## src/rtl/bus_addr_decode.sv

```systemverilog
// Address decoder for the bus. Maps an address to the lowest-indexed device
// region that contains it, and flags whether any region contains it.
module bus_addr_decode #(
  parameter int NrDevices    = 1,
  parameter int AddressWidth = 32,
  parameter int IdxW         = 1
) (
  input  logic [AddressWidth-1:0] addr,
  input  logic [AddressWidth-1:0] base [NrDevices],
  input  logic [AddressWidth-1:0] mask [NrDevices],
  output logic [IdxW-1:0]         idx,
  output logic                    hit
);

  // Scan from the top down so that a lower-index match overwrites a higher one.
  always_comb begin
    idx = '0;
    hit = 1'b0;
    for (int d = NrDevices - 1; d >= 0; d--) begin
      if ((addr & mask[d]) == base[d]) begin
        idx = IdxW'(d);
        hit = 1'b1;
      end
    end
  end

endmodule

```

## src/rtl/simple_bus.sv

```systemverilog
// Single-transaction-per-cycle bus fabric: fixed-priority host arbitration,
// address decode to devices, and registered steering of the one-cycle response.
module simple_bus #(
  parameter int NrDevices    = 1,
  parameter int NrHosts      = 1,
  parameter int DataWidth    = 32,
  parameter int AddressWidth = 32
) (
  input  logic                      clk_i,
  input  logic                      rst_i,

  input  logic                      host_req_i     [NrHosts],
  output logic                      host_gnt_o     [NrHosts],
  input  logic [AddressWidth-1:0]   host_addr_i    [NrHosts],
  input  logic                      host_we_i      [NrHosts],
  input  logic [DataWidth/8-1:0]    host_be_i      [NrHosts],
  input  logic [DataWidth-1:0]      host_wdata_i   [NrHosts],
  output logic                      host_rvalid_o  [NrHosts],
  output logic [DataWidth-1:0]      host_rdata_o   [NrHosts],
  output logic                      host_err_o     [NrHosts],

  output logic                      device_req_o   [NrDevices],
  output logic [AddressWidth-1:0]   device_addr_o  [NrDevices],
  output logic                      device_we_o    [NrDevices],
  output logic [DataWidth/8-1:0]    device_be_o    [NrDevices],
  output logic [DataWidth-1:0]      device_wdata_o [NrDevices],
  input  logic                      device_rvalid_i[NrDevices],
  input  logic [DataWidth-1:0]      device_rdata_i [NrDevices],
  input  logic                      device_err_i   [NrDevices],

  input  logic [AddressWidth-1:0]   cfg_device_addr_base [NrDevices],
  input  logic [AddressWidth-1:0]   cfg_device_addr_mask [NrDevices]
);

  localparam int HostIdxW = (NrHosts   > 1) ? $clog2(NrHosts)   : 1;
  localparam int DevIdxW  = (NrDevices > 1) ? $clog2(NrDevices) : 1;
  localparam int BeW      = DataWidth / 8;

  logic [HostIdxW-1:0]     win_idx;
  logic                    win_any;
  logic [AddressWidth-1:0] win_addr;
  logic                    win_we;
  logic [BeW-1:0]          win_be;
  logic [DataWidth-1:0]    win_wdata;

  logic [DevIdxW-1:0]      dec_idx;
  logic                    dec_hit;

  logic [HostIdxW-1:0]     host_q;
  logic [DevIdxW-1:0]      dev_q;
  logic                    unmapped_q;
  logic                    pend_q;

  logic                    rsp_vld;
  logic [DataWidth-1:0]    rsp_data;
  logic                    rsp_err;

  // Fixed priority: scan downwards so the lowest requesting index wins.
  always_comb begin
    win_idx = '0;
    win_any = 1'b0;
    for (int h = NrHosts - 1; h >= 0; h--) begin
      if (host_req_i[h]) begin
        win_idx = HostIdxW'(h);
        win_any = 1'b1;
      end
    end
  end

  always_comb begin
    win_addr  = host_addr_i[0];
    win_we    = host_we_i[0];
    win_be    = host_be_i[0];
    win_wdata = host_wdata_i[0];
    for (int h = 0; h < NrHosts; h++) begin
      if (win_idx == HostIdxW'(h)) begin
        win_addr  = host_addr_i[h];
        win_we    = host_we_i[h];
        win_be    = host_be_i[h];
        win_wdata = host_wdata_i[h];
      end
    end
  end

  bus_addr_decode #(
    .NrDevices   (NrDevices),
    .AddressWidth(AddressWidth),
    .IdxW        (DevIdxW)
  ) u_dec (
    .addr(win_addr),
    .base(cfg_device_addr_base),
    .mask(cfg_device_addr_mask),
    .idx (dec_idx),
    .hit (dec_hit)
  );

  always_comb begin
    for (int h = 0; h < NrHosts; h++) begin
      host_gnt_o[h] = win_any && (win_idx == HostIdxW'(h));
    end
  end

  // Request payload is broadcast; only the matched device sees req.
  always_comb begin
    for (int d = 0; d < NrDevices; d++) begin
      device_req_o[d]   = win_any && dec_hit && (dec_idx == DevIdxW'(d));
      device_addr_o[d]  = win_addr;
      device_we_o[d]    = win_we;
      device_be_o[d]    = win_be;
      device_wdata_o[d] = win_wdata;
    end
  end

  always_ff @(posedge clk_i or posedge rst_i) begin
    if (rst_i) begin
      host_q     <= '0;
      dev_q      <= '0;
      unmapped_q <= 1'b0;
      pend_q     <= 1'b0;
    end else begin
      pend_q <= win_any;
      if (win_any) begin
        host_q     <= win_idx;
        dev_q      <= dec_idx;
        unmapped_q <= ~dec_hit;
      end
    end
  end

  // An unmapped grant is answered by the fabric itself with an error.
  always_comb begin
    rsp_vld  = 1'b0;
    rsp_data = '0;
    rsp_err  = 1'b0;
    for (int d = 0; d < NrDevices; d++) begin
      if (dev_q == DevIdxW'(d)) begin
        rsp_vld  = device_rvalid_i[d];
        rsp_data = device_rdata_i[d];
        rsp_err  = device_err_i[d];
      end
    end
    if (unmapped_q) begin
      rsp_vld  = 1'b1;
      rsp_data = '0;
      rsp_err  = 1'b1;
    end
  end

  // pend_q gates the response so idle cycles and the cycle after reset stay quiet.
  always_comb begin
    for (int h = 0; h < NrHosts; h++) begin
      if (pend_q && (host_q == HostIdxW'(h))) begin
        host_rvalid_o[h] = rsp_vld;
        host_rdata_o[h]  = rsp_data;
        host_err_o[h]    = rsp_err;
      end else begin
        host_rvalid_o[h] = 1'b0;
        host_rdata_o[h]  = '0;
        host_err_o[h]    = 1'b0;
      end
    end
  end

endmodule

```

## config.mk

```make
export PLATFORM = sky130hd
export DESIGN_NAME = simple_bus
export DESIGN_NICKNAME = d
export VERILOG_FILES = /design/src/rtl/bus_addr_decode.sv /design/src/rtl/simple_bus.sv
export SDC_FILE = /design/constraint.sdc
export NUM_CORES = 1
export LEC_CHECK = 0
export ABC_AREA = 1
export BUFFER_PORTS_ARGS = -buffer_cell sky130_fd_sc_hd__buf_2
export CORE_AREA = 8 8 101 103
export DETAILED_ROUTE_END_ITERATION = 7
export DIE_AREA = 0 0 109 111
export MAX_ROUTING_LAYER = met4
export PLACE_DENSITY = 0.61
export SLEW_MARGIN = 30
export SYNTH_ARGS = -nofsm -noshare
export SYNTH_HDL_FRONTEND = slang
export SYNTH_SLANG_ARGS = --single-unit
export TNS_END_PERCENT = 100
```

## constraint.sdc

```tcl
create_clock -name clk_i -period 1.4 [get_ports clk_i]
set_input_delay 0.28 -clock clk_i [delete_from_list [all_inputs] [get_ports clk_i]]
set_output_delay 0.28 -clock clk_i [all_outputs]
set_load 0.01 [all_outputs]
```

==> metrics, run 1 <==
status complete, but fails checks; violated checks negative setup slack; synthesized area per cell 5.26 um2; crit-path cells or2_4 -> clkbuf_16 -> nor2_2 -> buf_2; final setup vio count 33; I/O pins 275; antenna fix cells 0; Initial Utilization 18.1%; EDFF count, synth 0; Peak VDD IR 0.233 mV; RePlAce Congestion 0.798; Crit-path slowest cell dfrtp_1; share of the synthesized area in the top cell type 33.9%; Final min period 1.56 ns; H-tree Lvls 1; via/cell ratio 3.82; Unique masters post-synth 17; Post-Syn Area 1550 um2; drt drc 0; clock slew at reported path FFs 0.03 ns; CTS tree yes; Synthesized Nets 465; Seq/Total Area, Yosys 3.23%; initial antenna violation count 0; CP Launch Type register; total gr overflow 0; die height 111 um; Total Routed Length 6700 um; Hold Crit Class in -> reg; vias in the first global route 2272; Max-Cap Viols 0; Tcrit/Tclk final 112%; Pint 495 uW; Routed Antenna Nets 0; gr usage total 9.75%; combinational share of power 63.0%; count leader, synth nand2_1; Root Buffer clkbuf_8; Reg power frac 7.8%; dpl hpwl 6100 um; first-pass GRT wire length 9720 um; PwrDens 328 nW/um2; Fin. Hold Viols 0; routed len/inst 12.3 um; Switching Share 36.1%; via count 2084; Pre-Repair DR Iteration Count 4; Placeable Area 8550 um2; clk buf depth 2; NetSw 280 uW; slowest cell delay on critical path 0.36 ns; full die area 12100 um2; Final Worst Setup Slack -0.161 ns; dpl ws -0.188 ns; Final Util 27.7%; critical path type reg -> out; CP endpoint kind output pin; largest net degree at the start of global routing 33; FFs w/ async S/R, synth 100%; Worst Path Arrival 1.28 ns; top post-synthesis cells by area buf_4 34%, nand2_1 19%, nor2_1 13%; Highest Clock Rate 0.640 GHz; Setup Skew 0 ns; Buffers on Ports 200; Area growth, synth to finish 52.5%; Commonest cells post-synth 80 x nand2_1, 70 x buf_4, 52 x nor2_1, 48 x inv_1, 16 x nand3_1; Iter 0 DRT Violations 39; Yosys top cell by area buf_4; Clk network pwr share 29.2%; layout cells sized above 1 55.4%; Final Max Slew Viols 0; CTS Buf Count 3; largest fanout on the critical path 16; Leak 0.00161 uW; Required @ worst endpoint 1.12 ns; Synth Register Bits 2; Ys Warns 0; Post-Place Cell Area 2220 um2; row count 34; CTS Sinks 2; cell count after synthesis 295; Finished Cell Area 2360 um2; worst slew pin tran 0.149 ns; slew margin rel. 90.1%; fin nets 609; Die X 109 um; ys flop type dfrtp_1; RSZ-0062 raised after global routing true; Clk Latency, worst-skew pair 0.21 ns
## path summary, 6_finish.rpt
check,from,end,slack [ns],cells after the start
hold / removal,host_req_i,pend_q$_DFF_PP0_,0.24,1
min in group asynchronous,rst_i,unmapped_q$_DFFE_PP0P_,0.48,3
setup / recovery,unmapped_q$_DFFE_PP0P_,host_rdata_o[8],-0.16,4
hold reg to reg,unmapped_q$_DFFE_PP0P_,unmapped_q$_DFFE_PP0P_,0.63,3
setup reg to reg,unmapped_q$_DFFE_PP0P_,unmapped_q$_DFFE_PP0P_,0.60,3
max in group asynchronous,rst_i,pend_q$_DFF_PP0_,0.81,3
## state kept, by name, summed over array words and instances (netlist names)
| name | flops |
|---|---|
| pend_q | 1 |
| unmapped_q | 1 |
## layer usage
metal  GRT usage, %  routed length, um  vias up
li1               -                  -     1073
met1           9.70               2430      868
met2           19.0               3540      117
met3          0.581                565       26
met4           3.47                159        0
met5              -                  0        -
## critical path, delay by kind of cell (launching register included)
family                 cells  cell delay (ns)
flip-flops                 1             0.36
AND/OR/NAND/NOR            2             0.38
buffers and inverters      2             0.32
## through the flow
| step | setup TNS [ns] | power, uW | hold slack (ns) | instances |
|---|---|---|---|---|
| 2_1_floorplan | 0 | 407 | 0.0212 | 295 |
| 3_3_place_gp | -0.202 | 533 | 0.129 | 540 |
| 3_5_place_dp | -0.203 | 542 | 0.138 | 540 |
| 4_1_cts | -4.21 | 783 | 0.247 | 544 |
| 5_1_grt | -5.84 | 844 | 0.257 | 545 |
| 6_report | -4.04 | 775 | 0.240 | 545 |
## cell type report
cell class / count / area, um2
Fill cell: 996 / 6190
Tap cell: 108 / 135
Timing Repair Buffer: 213 / 1140
Multi-Input combinational cell: 171 / 816
Clock buffer: 3 / 41.3
Inverter: 48 / 180
Sequential cell: 2 / 50.0
## power by group through the flow
| stage | clock network, uW | registers, uW | logic (uW) |
|---|---|---|---|
| after detailed placement | 0 | 60.9 | 481 |
| after CTS | 235 | 60.3 | 487 |
| after floorplan | 0 | 60.6 | 347 |
| final | 226 | 60.2 | 489 |
| after global placement | 0 | 60.6 | 472 |
| after global routing | 233 | 60.3 | 551 |
## logic make-up after synthesis
logic type / after synthesis / synth area share (%)
AND/OR/NAND/NOR: 157 / 41.6
buffers and inverters: 122 / 48.0
XOR/XNOR: 10 / 5.65
AO/OA/AOI/OAI: 4 / 1.45
flip-flops: 2 / 3.23
## layout by cell type (no fill, tap or decap), types with 2 or more instances in the layout
master    count
o21ai_1       3
nand3b_1      4
nand3_2       2
nor2_1       32
nor2_2       22
clkbuf_8      3
buf_4        12
nand2_1      79
buf_2       197
nand3_1      15
inv_1        48
dfrtp_1       2
xor2_1        9
## what timing repair did
| item | CTS | global route |
|---|---|---|
| hold buffers | 1 | 0 |
| pin swaps | 4 | 6 |
| gates cloned | 0 | 1 |
| endpoints found under the setup margin | 33 | 33 |
| hold endpoints to repair | 2 | 0 |
| resized for setup | 5 | 21 |
| buffers inserted | 0 | 0 |
No activity file was read; power rests on OpenSTA's default activity.
==> run 2: changes to the inputs <==
PLACE_DENSITY = 0.64   (was 0.61)
SYNTH_HIERARCHICAL = 1   (was default)
==> run 2 against run 1 <==
Against the previous run: the run still ends with negative setup slack left; critical path depth increased by 8; total power rose by 12%; die area did not move; hold slack got worse by 0.0042 ns; flip-flop and latch count is 1 higher; register-to-register slack hardly changed; routed wire length rose by 12%; highest routed layer unchanged.
==> metrics, run 2 <==
status complete, but fails checks; violated checks negative setup slack; Max-Cap Viols 0; clock slew at reported path FFs 0.03 ns; Pwr Total 867 uW; Pint 537 uW; layout cells sized above 1 53.3%; Final Worst Setup Slack -0.167 ns; critical path type in -> out; RSZ-0062 raised after global routing true; antenna fix cells 0; largest fanout on the critical path 3; synthesized area per cell 5.36 um2; Ys Warns 6; count leader, synth nand2_1; Reg power frac 11.0%; drt drc 0; total gr overflow 0; Fin. Hold Viols 0; crit-path cells buf_2 -> nand2_1 -> nand2_1 -> nand2_1 -> nor2_1 -> nand2_1 -> nor2_2 -> nand2_1 -> nor2_2 -> nand2_1 -> nor2_1 -> buf_2; Switching Share 38.0%; ys flop type dfrtp_1; most common cell after layout, fill and taps aside buf_2; Peak VDD IR 0.122 mV; hold slack 0.236 ns; Highest Clock Rate 0.638 GHz; CP endpoint kind output pin; clk buf depth 2; Iter 0 DRT Violations 77; Commonest cells post-synth 111 x nand2_1, 71 x buf_4, 50 x inv_1, 27 x nor2_2, 25 x nor2_1; Leak 0.00176 uW; Pre-Repair DR Iteration Count 6; Seq/Total Area, Yosys 4.23%; Routed Antenna Nets 0; Synthesized Nets 501; EDFF count, synth 0; routed len/inst 13.0 um; combinational share of power 59.7%; Post-Syn Area 1780 um2; commonest cells after routing, fill and taps aside 170 x buf_2, 110 x nand2_1, 50 x inv_1; Buffers on Ports 200; PwrDens 299 nW/um2; FFs w/ async S/R, synth 100%; Synth Register Bits 3; vias in the first global route 2337; gr usage total 10.3%; Unique masters post-synth 14; dpl hpwl 6390 um; slowest cell delay on critical path 0.13 ns; most frequent CP cell nand2_1; CP Launch Type input port; Worst Path Arrival 1.29 ns; I/O pins 275; CTS Buf Count 3; Die X 109 um; H-tree Lvls 1; via count 2324; Area growth, synth to finish 63.3%; first-pass GRT wire length 10200 um; Hold Crit Class in -> reg; Largest regs dev_q: 1 flops, pend_q: 1 flops, unmapped_q: 1 flops; via/cell ratio 4.01; Placeable Area 8550 um2; Clk Latency, worst-skew pair 0.22 ns; CTS Sinks 3; Initial Utilization 20.8%; CTS tree yes; Total Routed Length 7520 um; Final min period 1.57 ns; top post-synthesis cells by area buf_4 30%, nand2_1 23%, inv_1 11%; initial antenna violation count 0; Crit-path slowest cell buf_2; Tcrit/Tclk final 112%; cell count after synthesis 331; RePlAce Congestion 0.718; share of the synthesized area in the top cell type 30.0%; Required @ worst endpoint 1.12 ns; full die area 12100 um2; Setup Skew 0 ns; NetSw 330 uW; Clk network pwr share 29.3%; Final Max Slew Viols 0; Yosys top cell by area buf_4; row count 34; final setup vio count 33; largest net degree at the start of global routing 13; Root Buffer clkbuf_8; fin nets 642; die height 111 um
[run 2: cell types whose count changed in the layout (fill, tap and decap cells not counted), moves of 3 or more]
| cell | change |
|---|---|
| o21ai_1 | -3 |
| xor2_1 | -9 |
| buf_4 | -9 |
| buf_2 | -27 |
| buf_6 | +30 |
| nor2_1 | -14 |
| nor2_2 | -15 |
| nand3b_1 | +12 |
| nand2_1 | +31 |
| nand3_1 | +3 |
| nor2_4 | +29 |
[run 2: worst max-delay path: cells and delay by family]
| kind | cells | cell delay [ns] |
|---|---|---|
| and+or+nand+nor | 10 | 0.77 |
| buffers and inverters | 2 | 0.23 |
[run 2: per-layer routing]
layer	global-route usage [%]	wire, um	up-vias
met4	3.01	105	0
met1	9.50	2410	969
met5	-	0	-
li1	-	-	1188
met2	20.1	4070	159
met3	2.38	927	8
[run 2: timing repair]
item | in CTS | in global routing
endpoints found under the hold margin | 3 | 0
hold buffers | 1 | 0
pin swaps | 1 | 5
buffers inserted | 2 | 0
gates resized for setup | 8 | 63
endpoints found under the setup margin | 32 | 33
gates cloned | 1 | 2
[run 2: worst paths after layout]
check	depth (start not counted)	startpoint	slack, ns	end
worst max-delay path	12	host_addr_i[24]	-0.17	device_req_o
min in group asynchronous	3	rst_i	0.49	dev_q$_DFFE_PP0P_
worst min register to register	2	dev_q$_DFFE_PP0P_	0.60	dev_q$_DFFE_PP0P_
worst min-delay path	1	host_req_i	0.24	pend_q$_DFF_PP0_
worst max register to register	2	unmapped_q$_DFFE_PP0P_	0.60	unmapped_q$_DFFE_PP0P_
max in group asynchronous	3	rst_i	0.78	pend_q$_DFF_PP0_
[run 2: area by class of cell]
| class | instances | area (um2) |
|---|---|---|
| fillers | 911 | 5650 |
| multi-input cells | 204 | 1110 |
| inverters | 50 | 188 |
| clock buffers | 4 | 45.0 |
| repair buffers | 210 | 1350 |
| flip-flops and latches | 3 | 75.1 |
| well taps | 108 | 135 |
[run 2: kinds of logic after synthesis]
family / after synthesis / synth area share, %
compound gates: 2 / 0.705
other cells: 1 / 0.211
buf+inv: 124 / 42.5
simple gates: 201 / 52.4
flops: 3 / 4.23
[run 2: power groups by stage]
stage | combinational, uW | clock (uW) | sequential [uW]
final | 517 | 254 | 95.4
after global routing | 579 | 266 | 96.5
after CTS | 501 | 262 | 94.4
after detailed placement | 496 | 0 | 95.4
after global placement | 483 | 0 | 95.0
after floorplan | 375 | 0 | 94.8
[run 2: stage by stage]
step,utilization (%),TNS (ns),cell area [um2],setup slack (ns),std cells
2_1_floorplan,-,0,1780,0.123,331
3_3_place_gp,27.9,-0.367,2390,-0.269,569
3_5_place_dp,27.9,-0.381,2390,-0.272,569
4_1_cts,29.4,-4.91,2510,-0.237,577
5_1_grt,33.9,-6.74,2900,-0.306,579
6_report,33.9,-4.63,2900,-0.167,579
==> run 3: changes to the inputs <==
CELL_PAD_IN_SITES_DETAIL_PLACEMENT = 0   (was default)
CELL_PAD_IN_SITES_GLOBAL_PLACEMENT = 2   (was default)
CORE_AREA = default   (was 8 8 101 103)
CORE_MARGIN = 8   (was default)
CORE_UTILIZATION = 11   (was default)
DIE_AREA = default   (was 0 0 109 111)
PLACE_DENSITY = 0.86   (was 0.64)
==> run 3 against run 2 <==
Against the previous run: the run still ends with negative setup slack left; sequential power hardly changed; clock skew stayed put; clock power is 78% higher; cell area is 7.9% higher; combinational power is 6.0% higher; hold slack better by 0.031 ns; die area is 69% higher; flip-flop and latch count stayed put; final cell count is 19% higher; critical path type unchanged; largest power group unchanged.
==> metrics, run 3 (synthesis results as in run 2) <==
Placeable Area 15800 um2; largest fanout on the critical path 3; most common cell after layout, fill and taps aside buf_2; CTS Sinks 3; Pint 740 uW; Setup Skew 0 ns; Clk Latency, worst-skew pair 0.22 ns; CP endpoint kind output pin; Initial Utilization 11.2%; Crit-path slowest cell nor2_2; Buffers on Ports 200; NetSw 356 uW; Hold Crit Class in -> reg; CTS Buf Count 3; final setup vio count 34; critical path type in -> out; fin nets 646; Routed Antenna Nets 0; Largest regs dev_q: 1 flops, pend_q: 1 flops, unmapped_q: 1 flops; Die X 143 um; I/O pins 275; initial antenna violation count 0; Peak VDD IR 0.284 mV; violated checks negative setup slack; clk buf depth 2; drt drc 0; die height 143 um; setup slack, reg-to-reg 0.61 ns; Switching Share 32.5%; total gr overflow 0; Total Routed Length 8200 um; hold slack 0.266 ns; clock slew at reported path FFs 0.03 ns; full die area 20500 um2; Final Max Slew Viols 0; Max-Cap Viols 0; Reg power frac 8.7%; CP Launch Type input port; via count 2306; Highest Clock Rate 0.612 GHz; H-tree Lvls 1; Critical path buffers and inverters 2; combinational share of power 50.0%; Iter 0 DRT Violations 33; Final Worst Setup Slack -0.235 ns; Root Buffer clkbuf_16; Required @ worst endpoint 1.12 ns; layout cells sized above 1 54.7%; Area growth, synth to finish 76.2%; Pre-Repair DR Iteration Count 4; dpl hpwl 6970 um; PwrDens 350 nW/um2; first-pass GRT wire length 10700 um; Crit path max-delay family simple AND/OR/NAND/NOR gates; RePlAce Congestion 0.769; Final min period 1.64 ns; crit-path cells buf_6 -> nand3b_1 -> nand2_2 -> nor2_4 -> nand2_1 -> nor2_2 -> nand2_2 -> nor2_2 -> nand2_1 -> nor2_2 -> buf_6; antenna fix cells 0; Fin. Hold Viols 0; largest net degree at the start of global routing 9; Clk network pwr share 41.3%; commonest cells after routing, fill and taps aside 165 x buf_2, 108 x nand2_1, 50 x inv_1; Filler Cells Inserted 1793; Setup TNS Final -5.10 ns; vias in the first global route 2180; Tcrit/Tclk final 117%; CTS tree yes; slowest cell delay on critical path 0.14 ns; Worst Path Arrival 1.36 ns; gr usage total 6.82%; Leak 0.00181 uW; via/cell ratio 3.34; row count 46; most frequent CP cell nor2_2; routed len/inst 11.9 um; RSZ-0062 raised after global routing true; status complete, but fails checks
-- run 3: power groups by stage --
stage | Combinational, uW | Clock (uW) | Sequential [uW]
floorplan | 375 | 0 | 94.8
global placement | 511 | 0 | 95.2
detailed placement | 514 | 0 | 95.7
CTS | 540 | 461 | 94.7
global route | 614 | 472 | 96.5
finish | 548 | 453 | 95.6
-- run 3: what timing repair did --
action | in CTS | in global routing
buffers inserted | 6 | 0
setup endpoints to repair | 34 | 34
pin swaps | 12 | 9
hold endpoints to repair | 3 | 0
resized for setup | 42 | 39
hold buffers | 1 | 0
cloned | 3 | 0
-- run 3: worst paths after layout --
kind / startpoint / to / depth (start not counted)
max: host_addr_i[5] / device_req_o / 11
min: host_req_i / pend_q$_DFF_PP0_ / 1
max reg2reg: unmapped_q$_DFFE_PP0P_ / unmapped_q$_DFFE_PP0P_ / 2
min reg2reg: unmapped_q$_DFFE_PP0P_ / unmapped_q$_DFFE_PP0P_ / 2
max in group asynchronous: rst_i / pend_q$_DFF_PP0_ / 3
min in group asynchronous: rst_i / dev_q$_DFFE_PP0P_ / 3
-- run 3: layout make-up --
class	count	area (um2)	area share (%)
repair buffers	214	1410	45.2
multi-input cells	204	1100	35.3
well taps	216	270	8.64
inverters	50	188	6.00
clock buffers	4	78.8	2.52
flip-flops and latches	3	75.1	2.40
-- run 3: layer usage --
layer	GRT usage, %	vias up	share of wire, %
met2	12.2	150	49
met4	2.24	0	2.2
met1	6.83	943	36
met3	2.37	16	12
li1	-	1197	-
met5	-	-	0
-- run 3: worst reg2reg max path: cells and delay by family (launching register included) --
kind / cells / cell delay [ns]
buffers and inverters: 1 / 0.14
AOI/OAI and AO/OA: 1 / 0.17
DFF: 1 / 0.37
-- run 3: stage by stage --
stage	util, %	cells	total power (uW)	area [um2]	worst slack (ns)
global placement	16.1	680	606	2540	-0.388
CTS	18.7	692	1090	2960	-0.318
global route	19.8	691	1180	3130	-0.377
floorplan	-	331	470	1780	0.123
detailed placement	16.1	680	610	2540	-0.435
finish	19.8	691	1100	3130	-0.235
